## src/rtl/traffic_light_monitor.sv

```systemverilog
// Watches the red/green/yellow lamp lines of the traffic-light controller on the shared clock.
// It flags one-hot, sequence and dwell violations and counts completed light cycles.
module traffic_light_monitor #(
  parameter int RED_CYCLES    = 10,
  parameter int GREEN_CYCLES  = 10,
  parameter int YELLOW_CYCLES = 3,
  parameter int DW_W          = 5,
  parameter int CYC_W         = 16
) (
  input  logic             clk,
  input  logic             rst,
  input  logic             en,
  input  logic             red,
  input  logic             green,
  input  logic             yellow,
  input  logic             clr_err,
  output logic [1:0]       lamp_state,
  output logic             locked,
  output logic             err_onehot,
  output logic             err_seq,
  output logic             err_dwell,
  output logic             fault,
  output logic             err_event,
  output logic [CYC_W-1:0] cycle_count
);

  localparam logic [1:0] CODE_R   = 2'b00;
  localparam logic [1:0] CODE_G   = 2'b01;
  localparam logic [1:0] CODE_Y   = 2'b10;
  localparam logic [1:0] CODE_INV = 2'b11;

  localparam logic [DW_W-1:0] EXP_R   = DW_W'(RED_CYCLES);
  localparam logic [DW_W-1:0] EXP_G   = DW_W'(GREEN_CYCLES);
  localparam logic [DW_W-1:0] EXP_Y   = DW_W'(YELLOW_CYCLES);
  localparam logic [DW_W-1:0] DW_MAX  = {DW_W{1'b1}};

  typedef enum logic [1:0] {UNSYNC, TRK_R, TRK_G, TRK_Y} state_t;

  state_t           state_q, state_d;
  logic [DW_W-1:0]  dwell_q, dwell_d;
  logic [CYC_W-1:0] cyc_q, cyc_d;
  logic [1:0]       lamp_q, code_d;
  logic             locked_q;
  logic             oh_q, oh_d;
  logic             seq_q, seq_d;
  logic             dw_q, dw_d;
  logic             fault_q;
  logic             event_q;
  logic             v_oh, v_seq, v_dw;
  logic [1:0]       trk_code;
  logic [DW_W-1:0]  exp_dwell;

  function automatic logic [1:0] nxt_code(input logic [1:0] c);
    return (c == CODE_Y) ? CODE_R : c + 2'd1;
  endfunction

  function automatic state_t trk_state(input logic [1:0] c);
    case (c)
      CODE_R:  return TRK_R;
      CODE_G:  return TRK_G;
      default: return TRK_Y;
    endcase
  endfunction

  always_comb begin
    code_d = CODE_INV;
    case ({red, green, yellow})
      3'b100:  code_d = CODE_R;
      3'b010:  code_d = CODE_G;
      3'b001:  code_d = CODE_Y;
      default: code_d = CODE_INV;
    endcase
  end

  always_comb begin
    trk_code  = CODE_INV;
    exp_dwell = '0;
    case (state_q)
      TRK_R:   begin trk_code = CODE_R; exp_dwell = EXP_R; end
      TRK_G:   begin trk_code = CODE_G; exp_dwell = EXP_G; end
      TRK_Y:   begin trk_code = CODE_Y; exp_dwell = EXP_Y; end
      default: begin trk_code = CODE_INV; exp_dwell = '0; end
    endcase
  end

  always_comb begin
    state_d = state_q;
    dwell_d = dwell_q;
    cyc_d   = cyc_q;
    v_oh    = 1'b0;
    v_seq   = 1'b0;
    v_dw    = 1'b0;
    if (!en) begin
      state_d = UNSYNC;
      dwell_d = '0;
    end else if (state_q == UNSYNC) begin
      // lamp_q holds the previous sample's code; lock only on a legal valid->valid step
      if (code_d == CODE_INV) begin
        v_oh = 1'b1;
      end else if (lamp_q != CODE_INV && code_d == nxt_code(lamp_q)) begin
        state_d = trk_state(code_d);
        dwell_d = DW_W'(1);
      end
    end else begin
      if (code_d == trk_code) begin
        if (dwell_q == exp_dwell) v_dw = 1'b1;
        if (dwell_q != DW_MAX) dwell_d = dwell_q + DW_W'(1);
      end else if (code_d == nxt_code(trk_code)) begin
        if (dwell_q != exp_dwell) v_dw = 1'b1;
        state_d = trk_state(code_d);
        dwell_d = DW_W'(1);
        if (trk_code == CODE_Y) cyc_d = cyc_q + CYC_W'(1);
      end else if (code_d == CODE_INV) begin
        v_oh    = 1'b1;
        state_d = UNSYNC;
        dwell_d = '0;
      end else begin
        v_seq   = 1'b1;
        state_d = UNSYNC;
        dwell_d = '0;
      end
    end
  end

  // A violation in the same clock as clr_err keeps its flag set.
  assign oh_d  = (oh_q  & ~clr_err) | v_oh;
  assign seq_d = (seq_q & ~clr_err) | v_seq;
  assign dw_d  = (dw_q  & ~clr_err) | v_dw;

  always_ff @(posedge clk or posedge rst) begin
    if (rst) begin
      state_q  <= UNSYNC;
      dwell_q  <= '0;
      cyc_q    <= '0;
      lamp_q   <= CODE_INV;
      locked_q <= 1'b0;
      oh_q     <= 1'b0;
      seq_q    <= 1'b0;
      dw_q     <= 1'b0;
      fault_q  <= 1'b0;
      event_q  <= 1'b0;
    end else begin
      state_q  <= state_d;
      dwell_q  <= dwell_d;
      cyc_q    <= cyc_d;
      lamp_q   <= code_d;
      locked_q <= (state_d != UNSYNC);
      oh_q     <= oh_d;
      seq_q    <= seq_d;
      dw_q     <= dw_d;
      fault_q  <= oh_d | seq_d | dw_d;
      event_q  <= v_oh | v_seq | v_dw;
    end
  end

  assign lamp_state  = lamp_q;
  assign locked      = locked_q;
  assign err_onehot  = oh_q;
  assign err_seq     = seq_q;
  assign err_dwell   = dw_q;
  assign fault       = fault_q;
  assign err_event   = event_q;
  assign cycle_count = cyc_q;

endmodule

```

## config.mk

```make
export PLATFORM = sky130hd
export DESIGN_NAME = traffic_light_monitor
export DESIGN_NICKNAME = d
export VERILOG_FILES = /design/src/rtl/traffic_light_monitor.sv
export SDC_FILE = /design/constraint.sdc
export NUM_CORES = 1
export LEC_CHECK = 0
export CORE_ASPECT_RATIO = 2
export CORE_MARGIN = 1.5
export CORE_UTILIZATION = 63
export DETAILED_ROUTE_END_ITERATION = 10
export DONT_BUFFER_PORTS = 1
export PLACE_DENSITY = 0.79
export SYNTH_ARGS = -nofsm -noshare
export SYNTH_HDL_FRONTEND = slang
export SYNTH_SLANG_ARGS = --single-unit
```

## constraint.sdc

```tcl
create_clock -name clk -period 2.65 [get_ports clk]
set_input_delay 0.795 -clock clk [delete_from_list [all_inputs] [get_ports clk]]
set_output_delay 0.795 -clock clk [all_outputs]
set_load 0.01 [all_outputs]
```

==> impl_results.md, run 1 <==
* Comb power frac at around two fifths
* Drt pass-1 iters at 4
* Cell Area, Synth at 2020 um2
* Total gr overflow at 0
* Final Hold Vio Count at 0
* Starting Density at approximately 65%
* Total Die Area at 3580 um2
* RSZ-0062 raised after global routing: false
* Final max-slew violation count at 0
* Status: finished clean
* Area Growth Syn to Fin at 10.6%
* Crit path time final at ~2.5 ns
* 1st-iter DRT viols at 65
* Layout cell share with drive strength beyond 1 at between 15 and 20%
* Fill cells at 236
* Critical path peak fanout at 5
* Max transition margin at 55.6%
* CTS max path bufs at 2
* Setup violators final at 0
* Post-synth ARST share at 100%
* Num CTS Buffers at 5
* Crit end category: register
* Drt drc at 0
* Via count at around 1.8k
* # IOs at 31
* Critical path arrival at 2.69 ns
* Mapped Nets at 233
* Vias per cell at roughly 7
* Worst reg2reg path endpoint: cycle_count[1]$_DFFE_PP0P_
* Slew @ Worst Pin at roughly 0.66 ns
* Syn Area/Cell at about 9.3 um2
* Seq/Total Area, Yosys at between 30% and 40%
* Max Freq at 397 MHz
* Clock skew at 0.00350 ns
* Hold slack at 0.426 ns
* R2R Path Start: state_q[0]$_DFF_PP0_
* Post-CTS Resized at 0
* Netlist cell types at 60
* IO Port Bufs at 0
* Cell count of the worst reg-to-reg path at 7
* Post-synth EDFFs at 0
* Nets at 244
* Core area at 3120 um2
* Cell area power density at 764 nW/um2
* Commonest non-fill, non-tap cell in the layout: dfrtp_1
* Max VDD drop at about 790 uV
* Internal power at 1.05 mW
* Clock Root Buffer: clkbuf_8
* Setup TNS at 0 ns
* TritonCTS clock tree: yes
* First-pass GRT wire length at 8.76 mm
* Ant diodes at 0
* DRT antenna net count at 0
* Most frequent cells in the layout: 29 x dfrtp_1, 17 x nand2_1, 16 x nand3_1, 14 x buf_4
* Skew-Pair Late Insertion Delay at 0.29 ns
* Width of the chip at 43.1 um
* WP data required at 2.82 ns
* Detailed Place HPWL at 4.08 mm
* Antenna violations before repair at 0
* Row count at 29
* Top_reg_cell synth: dfrtp_1
* CTS Sinks at 31
* Leakage at roughly 0.97 nW
* Psw at 663 uW
* Pin count of the biggest net entering global routing at 19
* Setup bufs post-CTS at 0
* Worst setup SP type: register
* Routability-driven placement congestion ratio at a little over 0.9
* Power share of the clock group at 24.7%
* Routed wire length at 5.43 mm
* Crit path kind: reg2reg
* Yosys warns at 0
* FF+latch count, synth at 31
* Sequential Power Share at approximately a third
* Final worst path period share at 95.0%
* CTS hold repair buffers at 0
* Reg-to-reg slack, setup at roughly 0.13 ns
* Cell count after synthesis at ~220
* Max-cap violations at 0
* Gr usage total at 32.6%
* Reg clk slew, reported paths at roughly 0.07 ns
* Vias in the first global route at 1932
* Hold Crit Class: in2async
* Number of H-tree levels at 2
* WL per Instance at ~21 um
* Switching Share at 38.7%
* Die Y at 83.2 um
metal layers:
layer / vias to the layer above / global-route usage [%] / wire [um]
li1: 822 / - / -
met1: 879 / 32.6 / 1840
met2: 84 / 58.5 / 3010
met3: 28 / 6.96 / 307
met4: 0 / 18.2 / 269
met5: - / 0 / 0
critical path, cell delays in order (launching register included):
cell and delay, ns:
dfrtp_1 0.40, inv_1 0.12, ha_1 0.38, or3b_2 0.47
nor3_1 0.33, a211oi_1 0.16, nand3_1 0.18, mux2_2 0.34
power groups by stage:
stage          registers (mW)  clock network (mW)  logic (mW)
6_report                0.592               0.423       0.696
4_1_cts                 0.590               0.425       0.675
5_1_grt                 0.593               0.448       0.759
3_3_place_gp            0.597                   0       0.655
3_5_place_dp            0.598                   0       0.666
2_1_floorplan           0.587                   0       0.456
kinds of logic after synthesis:
group | count (synthesis) | share of synthesized area, %
multiplexers | 2 | 1.05
AO/OA/AOI/OAI | 40 | 15.3
flip-flops | 31 | 38.4
adder cells (fa/ha/maj) | 9 | 5.56
AND/OR/NAND/NOR | 93 | 25.9
XOR/XNOR | 20 | 9.02
buffers and inverters | 22 | 4.70
metrics by stage:
step / utilization [%] / total power [mW] / cell area, um2 / worst slack (ns) / std cells
floorplan: - / 1.04 / 2020 / 0.0124 / 217
global placement: 67.9 / 1.25 / 2120 / 0.0605 / 252
detailed placement: 67.9 / 1.26 / 2120 / 0.0194 / 252
CTS: 71.2 / 1.69 / 2220 / 0.0501 / 260
global route: 71.7 / 1.80 / 2240 / 0.0130 / 260
finish: 71.7 / 1.71 / 2240 / 0.132 / 260
registers in the layout, indices dropped and copies added (netlist names):
register	flops
cycle_count	16
err_event	1
fault	1
err_dwell	1
state_q	2
err_seq	1
lamp_state	2
locked	1
dwell_q	5
err_onehot	1
synth_stat cells (3+ instances only):
| master | count | area (um2) |
|---|---|---|
| dfrtp_1 | 29 | 726 |
| nand2_1 | 17 | 63.8 |
| nand3_1 | 16 | 80.1 |
| inv_1 | 12 | 45.0 |
| xnor2_1 | 12 | 105 |
| nor2_1 | 11 | 41.3 |
| ha_1 | 9 | 113 |
| nor3_1 | 9 | 45.0 |
| clkbuf_1 | 7 | 26.3 |
| nand4_1 | 7 | 43.8 |
| xor2_1 | 7 | 61.3 |
| nor4_1 | 6 | 37.5 |
| a21oi_1 | 4 | 20.0 |
| a31oi_1 | 4 | 25.0 |
| nand2b_1 | 4 | 25.0 |
| nor4b_1 | 4 | 35.0 |
| a221oi_1 | 3 | 26.3 |
| nor4bb_1 | 3 | 30.0 |
| o21ai_0 | 3 | 15.0 |
| o22ai_1 | 3 | 18.8 |
layout make-up:
type                            count  area, um2  area share [%]
Clock buffer                        7       96.3            4.30
Clock inverter                      1       7.51           0.335
Inverter                           12       45.0            2.01
Multi-Input combinational cell    164       1170            52.2
Sequential cell                    31        778            34.8
Tap cell                           31       38.8            1.73
Timing Repair Buffer               14        105            4.70
how the worst max path moves through the flow:
stage	from	to	slack, ns	depth (start not counted)
6_report	state_q[0]$_DFF_PP0_	cycle_count[1]$_DFFE_PP0P_	0.13	7
4_1_cts	state_q[0]$_DFF_PP0_	cycle_count[6]$_DFFE_PP0P_	0.05	7
5_1_grt	state_q[0]$_DFF_PP0_	fault$_DFF_PP0_	0.01	8
3_3_place_gp	yellow	cycle_count[4]$_DFFE_PP0P_	0.06	5
2_1_floorplan	green	cycle_count[4]$_DFFE_PP0P_	0.01	7
3_5_place_dp	yellow	cycle_count[1]$_DFFE_PP0P_	0.02	5
(Power assumes the default switching activity.)
==> run 2, diff against run 1 <==
--- a/config.mk
+++ b/config.mk
@@ -10,7 +10,7 @@
 export CORE_UTILIZATION = 63
 export DETAILED_ROUTE_END_ITERATION = 10
 export DONT_BUFFER_PORTS = 1
-export PLACE_DENSITY = 0.79
+export PLACE_DENSITY = 0.81
 export SYNTH_ARGS = -nofsm -noshare
 export SYNTH_HDL_FRONTEND = slang
 export SYNTH_SLANG_ARGS = --single-unit
==> impl_results.md, run 2 (same netlist as run 1, synthesis figures left out) <==
* Nets at 247 (+1.2%)
* Setup bufs post-CTS at 0 (unchanged)
* Crit path time final at 2.51 ns (-0.00753 ns)
* Leakage at 0.989 nW (+1.6%)
* Pwr Total at 1.71 mW (+0.25%)
* CTS Sinks at 31 (unchanged)
* Total gr overflow at 0 (unchanged)
* Sequential Power Share at 34.2% (-0.4 points)
* Final worst path period share at 94.7% (-0.28 points)
* Max VDD drop at 592 uV (-26%)
* Cell mode on critical path: buf_4
* Vias per cell at 6.86 (-1.6%)
* Final max-slew violation count at 0 (unchanged)
* Psw at 685 uW (+3.4%)
* RSZ-0062 raised after global routing: false
* Width of the chip at 43.1 um (unchanged)
* TritonCTS clock tree: yes
* WL per Instance at 20.6 um (-1.5%)
* Drt drc at 0 (unchanged)
* Slew @ Worst Pin at 0.621 ns (-0.0360 ns)
* Reg-to-reg slack, setup at 0.14 ns (about the same)
* Critical path peak fanout at 6 (+1)
* CTS max path bufs at 2 (unchanged)
* Num CTS Buffers at 5 (unchanged)
* Antenna violations before repair at 0 (unchanged)
* Via count at 1805 (-0.44%)
* Number of H-tree levels at 2 (unchanged)
* Setup violators final at 0 (unchanged)
* GRT busiest layer: met2
* Gr usage total at 32.5% (-0.12 points)
* Area Growth Syn to Fin at 12.4%
* Commonest non-fill, non-tap cell in the layout: dfrtp_1
* Worst path cell trace: inv_2 -> ha_2 -> buf_4 -> nand2_1 -> o22ai_1 -> buf_4 -> a211o_4 -> or4_4 -> xnor2_2
* Starting Density at 64.9% (unchanged)
* DP Worst Slack at 0.0162 ns (-0.00320 ns)
* Reg clk slew, reported paths at 0.07 ns (about the same)
* Worst reg2reg path endpoint: cycle_count[4]$_DFFE_PP0P_
* Met2 Use GR at 57.0% (-1.5 points)
* Max transition margin at 58.2% (+2.6 points)
* WP data required at 2.82 ns (about the same)
* Skew-Pair Late Insertion Delay at 0.28 ns (about the same)
* Power share of the clock group at 21.1% (-3.6 points)
* Max FFs per register at 16 (unchanged)
* Core area at 3120 um2 (unchanged)
* Clock Root Buffer: clkbuf_8
* Setup TNS at 0 ns (unchanged)
* Detailed Place HPWL at 4.03 mm (-1.2%)
* Internal power at 1.03 mW (-1.7%)
* Routability-driven placement congestion ratio at 0.963 (+6.4%)
* GR Util met1 at 32.4% (-0.24 points)
* # IOs at 31 (unchanged)
* Ant diodes at 0 (unchanged)
* Crit path kind: reg2reg
* Critical path arrival at 2.68 ns (about the same)
* Vias in the first global route at 1887 (-2.3%)
* Cell area power density at 754 nW/um2 (-1.3%)
* Most frequent cells in the layout: 29 x dfrtp_1, 17 x nand2_1, 17 x buf_4, 16 x nand3_1, 12 x xnor2_1
* Total Die Area at 3580 um2 (unchanged)
* Crit-path slowest cell: or4_4
* Status: finished clean
* First-pass GRT wire length at 8.80 mm (+0.55%)
* Switching Share at 39.9% (+1.2 points)
* GR Util met3 at 8.26% (+1.3 points)
* Cell count of the worst reg-to-reg path at 9 (+2)
* Max Freq at 398 MHz (+0.30%)
* Crit path max-delay family: simple AND/OR/NAND/NOR gates
* Drt pass-1 iters at 4 (unchanged)
* IO Port Bufs at 0 (unchanged)
* Pin count of the biggest net entering global routing at 32 (+13)
* Layout cell share with drive strength beyond 1 at 19.8% (+4.1 points)
* Row count at 29 (unchanged)
* R2R Path Start: state_q[0]$_DFF_PP0_
* Final Hold Vio Count at 0 (unchanged)
* Final worst slack at 0.139 ns (+0.00753 ns)
* Crit end category: register
* Routed wire length at 5.41 mm (-0.39%)
* Post-CTS Resized at 0 (unchanged)
* 1st-iter DRT viols at 59 (-9.2%)
* CTS hold repair buffers at 0 (unchanged)
* DRT antenna net count at 0 (unchanged)
* Die Y at 83.2 um (unchanged)
* Clock skew at 0.00392 ns (+0.000420 ns)
* Hold Crit Class: in2async
* Worst path bufs/invs at 3 (+2)
* Comb power frac at 44.7% (+4.0 points)
* CP max stage delay at 0.53 ns (+0.06 ns)
* Worst setup SP type: register
* Max-cap violations at 0 (unchanged)
-- run 2: changes by cell type in the layout (fill, tap and decap cells not counted), sizes merged --
cell,previous run,this run
clkinv,0,3
clkinvlp,1,0
clkbuf,7,5
buf,14,17
-- run 2: metrics by stage --
stage / hold slack [ns] / cells / util, % / instance area [um2]
final: 0.471 / 263 / 72.9 / 2270
after global routing: 0.510 / 263 / 72.9 / 2270
after CTS: 0.483 / 263 / 71.3 / 2220
after detailed placement: 0.534 / 255 / 68.6 / 2140
after global placement: 0.529 / 255 / 68.6 / 2140
after floorplan: 0.504 / 217 / - / 2020
-- run 2: worst max-delay path by stage --
stage | to | startpoint | cells past startpoint | slack (ns)
after detailed placement | err_event$_DFF_PP0_ | state_q[0]$_DFF_PP0_ | 8 | 0.02
final | cycle_count[4]$_DFFE_PP0P_ | state_q[0]$_DFF_PP0_ | 9 | 0.14
after global placement | cycle_count[4]$_DFFE_PP0P_ | yellow | 5 | 0.07
after global routing | cycle_count[9]$_DFFE_PP0P_ | state_q[1]$_DFF_PP0_ | 8 | 0.03
after floorplan | cycle_count[4]$_DFFE_PP0P_ | green | 7 | 0.01
after CTS | err_event$_DFF_PP0_ | state_q[0]$_DFF_PP0_ | 8 | -0.02
-- run 2: final cells by class --
class / count / area (um2)
Inverter: 12 / 45.0
Timing Repair Buffer: 17 / 128
Clock buffer: 5 / 68.8
Multi-Input combinational cell: 164 / 1200
Clock inverter: 3 / 15.0
Sequential cell: 31 / 778
Fill cell: 231 / 846
Tap cell: 31 / 38.8
-- run 2: power by group through the flow --
stage	combinational [mW]	clock (mW)	sequential, mW
floorplan	0.456	0	0.587
global placement	0.677	0	0.592
detailed placement	0.700	0	0.595
CTS	0.710	0.363	0.586
global route	0.826	0.381	0.590
finish	0.766	0.362	0.587
-- run 2: layer usage --
metal	share of wire (%)	vias up
met5	0	-
met4	5.9	0
met3	6.5	27
met2	55	91
met1	33	856
li1	-	831
